### src/rtl/bit_stuff_tx_pkg.sv
// Shared definitions for the bit-stuffing transmitter and its companion
// destuffing receiver.
//
// Contents:
//   state_e          - transmitter line-slot state (IDLE, SHIFT, STUFF)
//   WIDTH_DEFAULT    - default parallel word width
//   RUN_MAX_DEFAULT  - default longest run of identical line bits
package bit_stuff_tx_pkg;

  typedef enum logic [1:0] {
    IDLE  = 2'd0,
    SHIFT = 2'd1,
    STUFF = 2'd2
  } state_e;

  localparam int WIDTH_DEFAULT   = 8;
  localparam int RUN_MAX_DEFAULT = 3;

endpackage

### src/rtl/stuff_run_counter.sv
// Tracks the run of identical consecutive bits on a serial line.
// Shared by the stuffing transmitter and the destuffing receiver so that
// both ends agree exactly on when a stuff bit is owed.
//
// Ports:
//   clk         - clock, rising edge
//   reset       - synchronous active-high reset (last bit 0, run length 1)
//   bit_en_i    - a new line bit is being registered this edge
//   bit_i       - value of that new line bit
//   last_bit_o  - most recent line bit
//   run_len_o   - identical consecutive bits ending at last_bit_o (saturating)
//   at_limit_o  - run_len_o has reached RUN_MAX
module stuff_run_counter
  import bit_stuff_tx_pkg::*;
#(
  parameter int RUN_MAX = RUN_MAX_DEFAULT,
  localparam int RW     = $clog2(RUN_MAX + 1)
) (
  input  logic          clk,
  input  logic          reset,
  input  logic          bit_en_i,
  input  logic          bit_i,
  output logic          last_bit_o,
  output logic [RW-1:0] run_len_o,
  output logic          at_limit_o
);

  logic          lastBit_q;
  logic [RW-1:0] runLen_q;

  // A differing bit restarts the run; an equal bit extends it, saturating
  // at RUN_MAX since nothing downstream needs to count further.
  always_ff @(posedge clk) begin
    if (reset) begin
      lastBit_q <= 1'b0;
      runLen_q  <= RW'(1);
    end else if (bit_en_i) begin
      lastBit_q <= bit_i;
      if (bit_i != lastBit_q) begin
        runLen_q <= RW'(1);
      end else if (runLen_q != RW'(RUN_MAX)) begin
        runLen_q <= runLen_q + RW'(1);
      end
    end
  end

  assign last_bit_o = lastBit_q;
  assign run_len_o  = runLen_q;
  assign at_limit_o = (runLen_q == RW'(RUN_MAX));

endmodule

### src/rtl/bit_stuff_tx.sv
// Bit-stuffing serial transmitter. Accepts parallel words over valid/ready,
// shifts them out MSB-first one bit per clock, inserts a complement stuff
// bit whenever the line run reaches RUN_MAX, and drives alternating idle
// fill between words so the line never carries more than RUN_MAX
// identical bits.
//
// Ports:
//   clk        - clock, rising edge
//   reset      - synchronous active-high reset
//   in_data    - word to send, sampled on handshake
//   in_valid   - in_data is valid
//   in_ready   - a word can be accepted this cycle (combinational)
//   out        - serial line bit (registered)
//   out_valid  - out is a data bit (registered)
//   out_stuff  - out is a stuff bit (registered); neither flag = idle fill
module bit_stuff_tx
  import bit_stuff_tx_pkg::*;
#(
  parameter int WIDTH   = WIDTH_DEFAULT,
  parameter int RUN_MAX = RUN_MAX_DEFAULT
) (
  input  logic             clk,
  input  logic             reset,
  input  logic [WIDTH-1:0] in_data,
  input  logic             in_valid,
  output logic             in_ready,
  output logic             out,
  output logic             out_valid,
  output logic             out_stuff
);

  localparam int BW = $clog2(WIDTH + 1);
  localparam int RW = $clog2(RUN_MAX + 1);

  // state_q describes the slot currently on the line; bitsLeft_q counts
  // data bits of the word still to be sent after it.
  state_e           state_q, state_d;
  logic [WIDTH-1:0] shift_q, shift_d;
  logic [BW-1:0]    bitsLeft_q, bitsLeft_d;
  logic             out_q, out_d;
  logic             outValid_q, outValid_d;
  logic             outStuff_q, outStuff_d;

  logic             lastBit;
  logic [RW-1:0]    runLenUnused;
  logic             atLimit;
  logic             accept;

  // The counter sees every bit as it is registered onto the line, so its
  // last bit always matches out and its run length describes the line.
  stuff_run_counter #(
    .RUN_MAX(RUN_MAX)
  ) u_runCounter (
    .clk       (clk),
    .reset     (reset),
    .bit_en_i  (1'b1),
    .bit_i     (out_d),
    .last_bit_o(lastBit),
    .run_len_o (runLenUnused),
    .at_limit_o(atLimit)
  );

  // Ready in idle, or in the final slot of a word: the last data bit when
  // no stuff bit is owed after it, or the trailing stuff bit.
  assign in_ready = (state_q == IDLE)
                 || ((state_q == SHIFT) && (bitsLeft_q == '0) && !atLimit)
                 || ((state_q == STUFF) && (bitsLeft_q == '0));

  assign accept = in_valid && in_ready;

  // Choose the next line slot. A new word goes straight onto the line so
  // words follow each other with no gap; an owed stuff bit always wins
  // over the next data bit; otherwise idle fill inverts the last bit.
  always_comb begin
    state_d    = state_q;
    shift_d    = shift_q;
    bitsLeft_d = bitsLeft_q;
    out_d      = ~lastBit;
    outValid_d = 1'b0;
    outStuff_d = 1'b0;
    if (accept) begin
      state_d    = SHIFT;
      out_d      = in_data[WIDTH-1];
      outValid_d = 1'b1;
      shift_d    = {in_data[WIDTH-2:0], 1'b0};
      bitsLeft_d = BW'(WIDTH - 1);
    end else if ((state_q == SHIFT) && atLimit) begin
      state_d    = STUFF;
      outStuff_d = 1'b1;
    end else if ((state_q != IDLE) && (bitsLeft_q != '0)) begin
      state_d    = SHIFT;
      out_d      = shift_q[WIDTH-1];
      outValid_d = 1'b1;
      shift_d    = {shift_q[WIDTH-2:0], 1'b0};
      bitsLeft_d = bitsLeft_q - BW'(1);
    end else begin
      state_d = IDLE;
    end
  end

  // Reset discards any word in flight and parks the line at 0.
  always_ff @(posedge clk) begin
    if (reset) begin
      state_q    <= IDLE;
      shift_q    <= '0;
      bitsLeft_q <= '0;
      out_q      <= 1'b0;
      outValid_q <= 1'b0;
      outStuff_q <= 1'b0;
    end else begin
      state_q    <= state_d;
      shift_q    <= shift_d;
      bitsLeft_q <= bitsLeft_d;
      out_q      <= out_d;
      outValid_q <= outValid_d;
      outStuff_q <= outStuff_d;
    end
  end

  assign out       = out_q;
  assign out_valid = outValid_q;
  assign out_stuff = outStuff_q;

endmodule

### config.mk
export PLATFORM = sky130hd
export DESIGN_NAME = bit_stuff_tx
export DESIGN_NICKNAME = d
export VERILOG_FILES = /design/src/rtl/bit_stuff_tx_pkg.sv /design/src/rtl/stuff_run_counter.sv /design/src/rtl/bit_stuff_tx.sv
export SDC_FILE = /design/constraint.sdc
export NUM_CORES = 1
export LEC_CHECK = 0
export CORE_MARGIN = 4
export CORE_UTILIZATION = 54
export CTS_CLUSTER_DIAMETER = 80
export DETAILED_ROUTE_END_ITERATION = 12
export GPL_TIMING_DRIVEN = 0
export MAX_ROUTING_LAYER = met4
export PLACE_DENSITY = 0.82
export SYNTH_ARGS = -nofsm -noshare
export SYNTH_HDL_FRONTEND = slang
export SYNTH_SLANG_ARGS = --single-unit
### constraint.sdc
create_clock -name clk -period 4.1 [get_ports clk]
set_input_delay 0.615 -clock clk [delete_from_list [all_inputs] [get_ports clk]]
set_output_delay 0.615 -clock clk [all_outputs]
set_load 0.01 [all_outputs]
# After elaboration in Yosys (flattened, before gate mapping)
# Cells that the tools add are included.
# word_totals
out_inout_bits	4
input_bits	11
reg_bits	18
elab_cells	53
# op_classes
reduce_logical	18
muxes	16
add_sub_neg	2
n_eq_ne	6
bitwise_logic	2
# ops
operator	count
two-way mux 8 bit	3
two-way mux 1 bit	9
two-way mux 3 bit	3
logical AND 1 bit	6
== test 2 bit (second input constant)	2
logical NOT 4 bit	1
!= test 2 bit (second input constant)	2
AND reduction 2 bit	2
nonzero test 2 bit	2
nonzero test 4 bit	1
OR reduction 2 bit	2
subtractor 4 x 1 -> 4 bit (second input constant)	1
adder 2 x 1 -> 2 bit (second input constant)	1
== test 2 x 1 -> 1 bit (second input constant)	1
logical NOT 2 bit	1
logical OR 1 bit	2
two-way mux 2 bit	1
NOT 1 bit	2
logical NOT 1 bit	1
!= test 1 bit	1

# Logic depth before layout (Yosys ltp)
# logic_depth
depth_word	9
depth_mapped	7

# Cells and area by module
# Synthesis repeated with hierarchy kept, for this count alone.
# hier_totals
hier_cells	90
hier_area_um2	880.8
# modules_own_cells
module	cells_per_inst	area_each_um2	instances
bit_stuff_tx	73	723.2	1
stuff_run_counter	17	157.7	1

# Least setup slack after synthesis
# Ideal clock, no wire load.
# synth_timing
path_type	flip-flop to output port
from	register bitsLeft_q[0]
to	output in_ready
slack_ps	2312
arrival_ps	1173
path_stages_with_launch	5
n_path_buf	0
required_time_ps	3485
cell_sequence	dfxtp_1 inv_1 ha_1 or3b_4 o22ai_1
# synth_between
elab_chain_len	5
elab_cells_between_ends	6
classes_between	6 x reduce/logical
# synth_lines
element	line	text
start: declaration	bit_stuff_tx.sv:39	logic [BW-1:0] bitsLeft_q, bitsLeft_d;
start signal: assignment	bit_stuff_tx.sv:113	bitsLeft_q <= bitsLeft_d;
logical NOT 4 bit (*)	bit_stuff_tx.sv:66, bit_stuff_tx.sv:67	
logical AND 1 bit (2 in a row)	bit_stuff_tx.sv:66	|| ((state_q == SHIFT) && (bitsLeft_q == '0) && !atLimit)
logical OR 1 bit	bit_stuff_tx.sv:66	
logical OR 1 bit (*)	bit_stuff_tx.sv:67	|| ((state_q == STUFF) && (bitsLeft_q == '0));
end: declaration	bit_stuff_tx.sv:26	output logic in_ready,
# Every way passes the cells marked *; elsewhere a longest branch is shown, timed or not.

# Final worst setup path
# layout_timing
from	register bitsLeft_q[1]
to	output in_ready
# The elaborated chain is that of the path after synthesis.

==> run_results.csv <==
group,metric,value,unit
final_layout,num_antenna_cells,0,
cts,cts_setup_buffers,0,
route,antenna_left,0,
critical_path,cp.arrival,1.99,ns
timing,worst_pin_slew,0.5339,ns
power,irDropWorstVdd,0.0003413,V
logic_synthesis,synth_ff_type,"dfxtp_1",
die,die_area,2269,µm²
die,die_w,47.64,µm
timing,slew_violations,0,
cts,cts_tree,"built",
critical_path,path_cells,"inv_1 -> ha_1 -> or3b_4 -> o22ai_1 -> clkdlybuf4s50_1",
critical_path,worstSetupPathType,"reg2out",
logic_synthesis,postSynthAreaPerCell,9.980,µm²
placement,placed_cells,115,
final_layout,fin_nets,117,
logic_synthesis,synth-xor-area-share,5.162,%
route,vias,656,
timing,hold_viol_final,0,
cts,clkTransAtPathRegs,0.09,ns
logic_synthesis,synth_mux_area_share,9.587,%
cts,cts_resized,0,
logic_synthesis,synth_area,848.3,µm²
cts,insertion_delay,0.28,ns
timing,period_share,63.45,%
timing,finalSetupTns,0,ns
critical_path,cpPeakStageDelay,0.55,ns
grt,grt.overflow.total,0,
logic_synthesis,ys_seq_area_share,37.76,%
run,max_cap_violations,0,
route,dr.pass1.iters,4,
route,routed_wl,1474,µm
timing,max_freq,384.4,MHz
logic_synthesis,yosysWarnings,0,
critical_path,cp-end-kind,"output port",
cts,hold_buffers,0,
power,power.density,562.7,nW/µm²
grt,grt_usage,15.77,%
die,io_pins,15,
logic_synthesis,synth_top_family_by_area,"compound AO/OA/AOI/OAI gates",
logic_synthesis,synth-seq-cells,16,
logic_synthesis,synth_cell_types,34,
min_path,holdCritPathClass,"reg2reg",
grt,antenna_found_initial,0,
logic_synthesis,synth_simple_gate_area_share,16.81,%
route,drc,0,
timing,min_period,2.602,ns
placement,gp_congestion,0.7991,
grt,first_global_vias,614,
logic_synthesis,synth_edf_count,0,
run_status,outcome,"finished, final reports clean",
critical_path,crit_slowest_cell,"clkdlybuf4s50_1",
timing,slew_headroom,64.41,%
critical_path,crit_required,3.48,ns
cts,cts_root_buf,"clkbuf_4",
critical_path,worstPathMaxFanout,4,
placement,io_buffers,14,
timing,finalSetupViolCount,0,
cts,clockBufferDepth,2,
route,vias_per_cell,5.513,
logic_synthesis,synthCells,85,
final_layout,syn2layout_area_growth,23.16,%
die,row_count,14,
placement,place_area,1008,µm²
critical_path,start_kind,"register",
final_layout,final_area,1045,µm²
logic_synthesis,syn_nets,98,
power,static-leakage-power,0.4332,nW
cts,cts_max_level,1,
route,wl_per_cell,12.39,µm
die,dieHeight,47.64,µm
placement,post-dp-hpwl,1165,µm
die,initial_core_util,56.97,%
logic_synthesis,synth-compound-area-share,21.39,%
grt,grt_first_pass_wirelength,2421,µm
timing,fin_worst_skew,0.003662,ns
route,drtIter0Drc,11,
timing,grt_setup_unrepaired,"no",
final_layout,drive_above_1_share,20.39,%
final_layout,stdcell_count,119,
cts,cts_sinks,16,
cts,cts_inserted_buffers,3,
logic_synthesis,async_flop_share,0,%
die,coreArea,1489,µm²
logic_synthesis,synthAdderAreaFrac,2.950,%
grt,grt_start_max_net_pins,11,
-- worst max-delay path, delay by kind of cell, from the launching register on --
kind,cells,cell delay (ns)
and+or+nand+nor,1,0.43
adders and majority gates,1,0.19
AOI/OAI and AO/OA,1,0.13
DFF,1,0.34
buffers and inverters,2,0.61
-- flip-flops by register name, summed over array words and instances, names as in the netlist --
signal / cells
u_runCounter.last_bit_o: 1
state_q: 2
u_runCounter.run_len_o: 2
shift_q: 7
bitsLeft_q: 4
-- area by class of cell --
type | count | area, µm²
Buffer | 4 | 38.79
Clock buffer | 4 | 36.28
Fill cell | 121 | 444.2
Inverter | 4 | 15.01
Multi-Input combinational cell | 61 | 474.2
Sequential cell | 16 | 320.3
Tap cell | 16 | 20.02
Timing Repair Buffer | 14 | 140.1
-- metrics by stage --
step	power (mW)	setup slack (ns)	hold slack (ns)	utilization, %
final	0.5879	1.498	0.4940	70.17
after global routing	0.6277	1.414	0.5344	70.17
after CTS	0.5944	1.478	0.5041	70.17
after detailed placement	0.4941	1.795	0.4910	67.73
after global placement	0.4834	1.826	0.4645	67.73
after floorplan	0.4295	2.312	0.4472	-
-- power breakdown --
part / switching [mW] / total (mW) / internal, mW
combinational: 0.118 / 0.263 / 0.145
sequential: 0.0302 / 0.224 / 0.194
clock: 0.0470 / 0.101 / 0.0540
-- cell usage in the layout, fill, tap and decap left out, types with 2 or more instances in the layout --
master	Yosys	routed
clkdlybuf4s50_1	0	14
xor2_1	3	3
ha_1	2	2
nor2_1	9	9
buf_4	2	2
xnor2_1	2	2
dfxtp_1	16	16
inv_1	4	4
o32ai_1	2	2
mux2i_1	7	7
a21oi_1	4	4
clkbuf_4	0	3
nand2_1	3	3
a211oi_2	5	5
nand2b_1	4	4
nor3_1	2	2
-- layer usage --
layer	routed length [µm]	GRT usage [%]	vias up	part of all wire, %
met4	22	6.452	0	1.5
met5	0	-	-	0
met1	609	16.97	302	41
met2	780	28.61	13	53
met3	62	2.256	4	4.2
li1	-	-	337	-
-- cell usage after synthesis (2+ instances only) --
master / count / share of area, %
a211oi_2: 5 / 7.4
a21oi_1: 4 / 2.4
buf_4: 2 / 1.8
dfxtp_1: 16 / 38
ha_1: 2 / 2.9
inv_1: 4 / 1.8
mux2i_1: 7 / 8.3
nand2_1: 3 / 1.3
nand2b_1: 4 / 2.9
nor2_1: 9 / 4.0
nor3_1: 2 / 1.2
o32ai_1: 2 / 2.1
xnor2_1: 2 / 2.1
xor2_1: 3 / 3.1
-- worst paths after layout --
path	slack [ns]	cells past startpoint	startpoint	to
hold reg to reg	0.49	2	shift_q[1]	shift_q[1]
hold / removal	0.49	2	shift_q[1]	shift_q[1]
setup / recovery	1.50	5	bitsLeft_q[1]	in_ready
setup reg to reg	2.38	7	bitsLeft_q[1]	shift_q[7]
-- cell families (layout without fill, tap and decap cells) --
logic type | Yosys count | count (layout)
simple gates | 26 | 26
compound gates | 20 | 20
flops | 16 | 16
mux | 8 | 8
buf+inv | 8 | 26
xor+xnor | 5 | 5
fa+ha+maj | 2 | 2
Note: power is estimated with default switching activity, not from simulation.
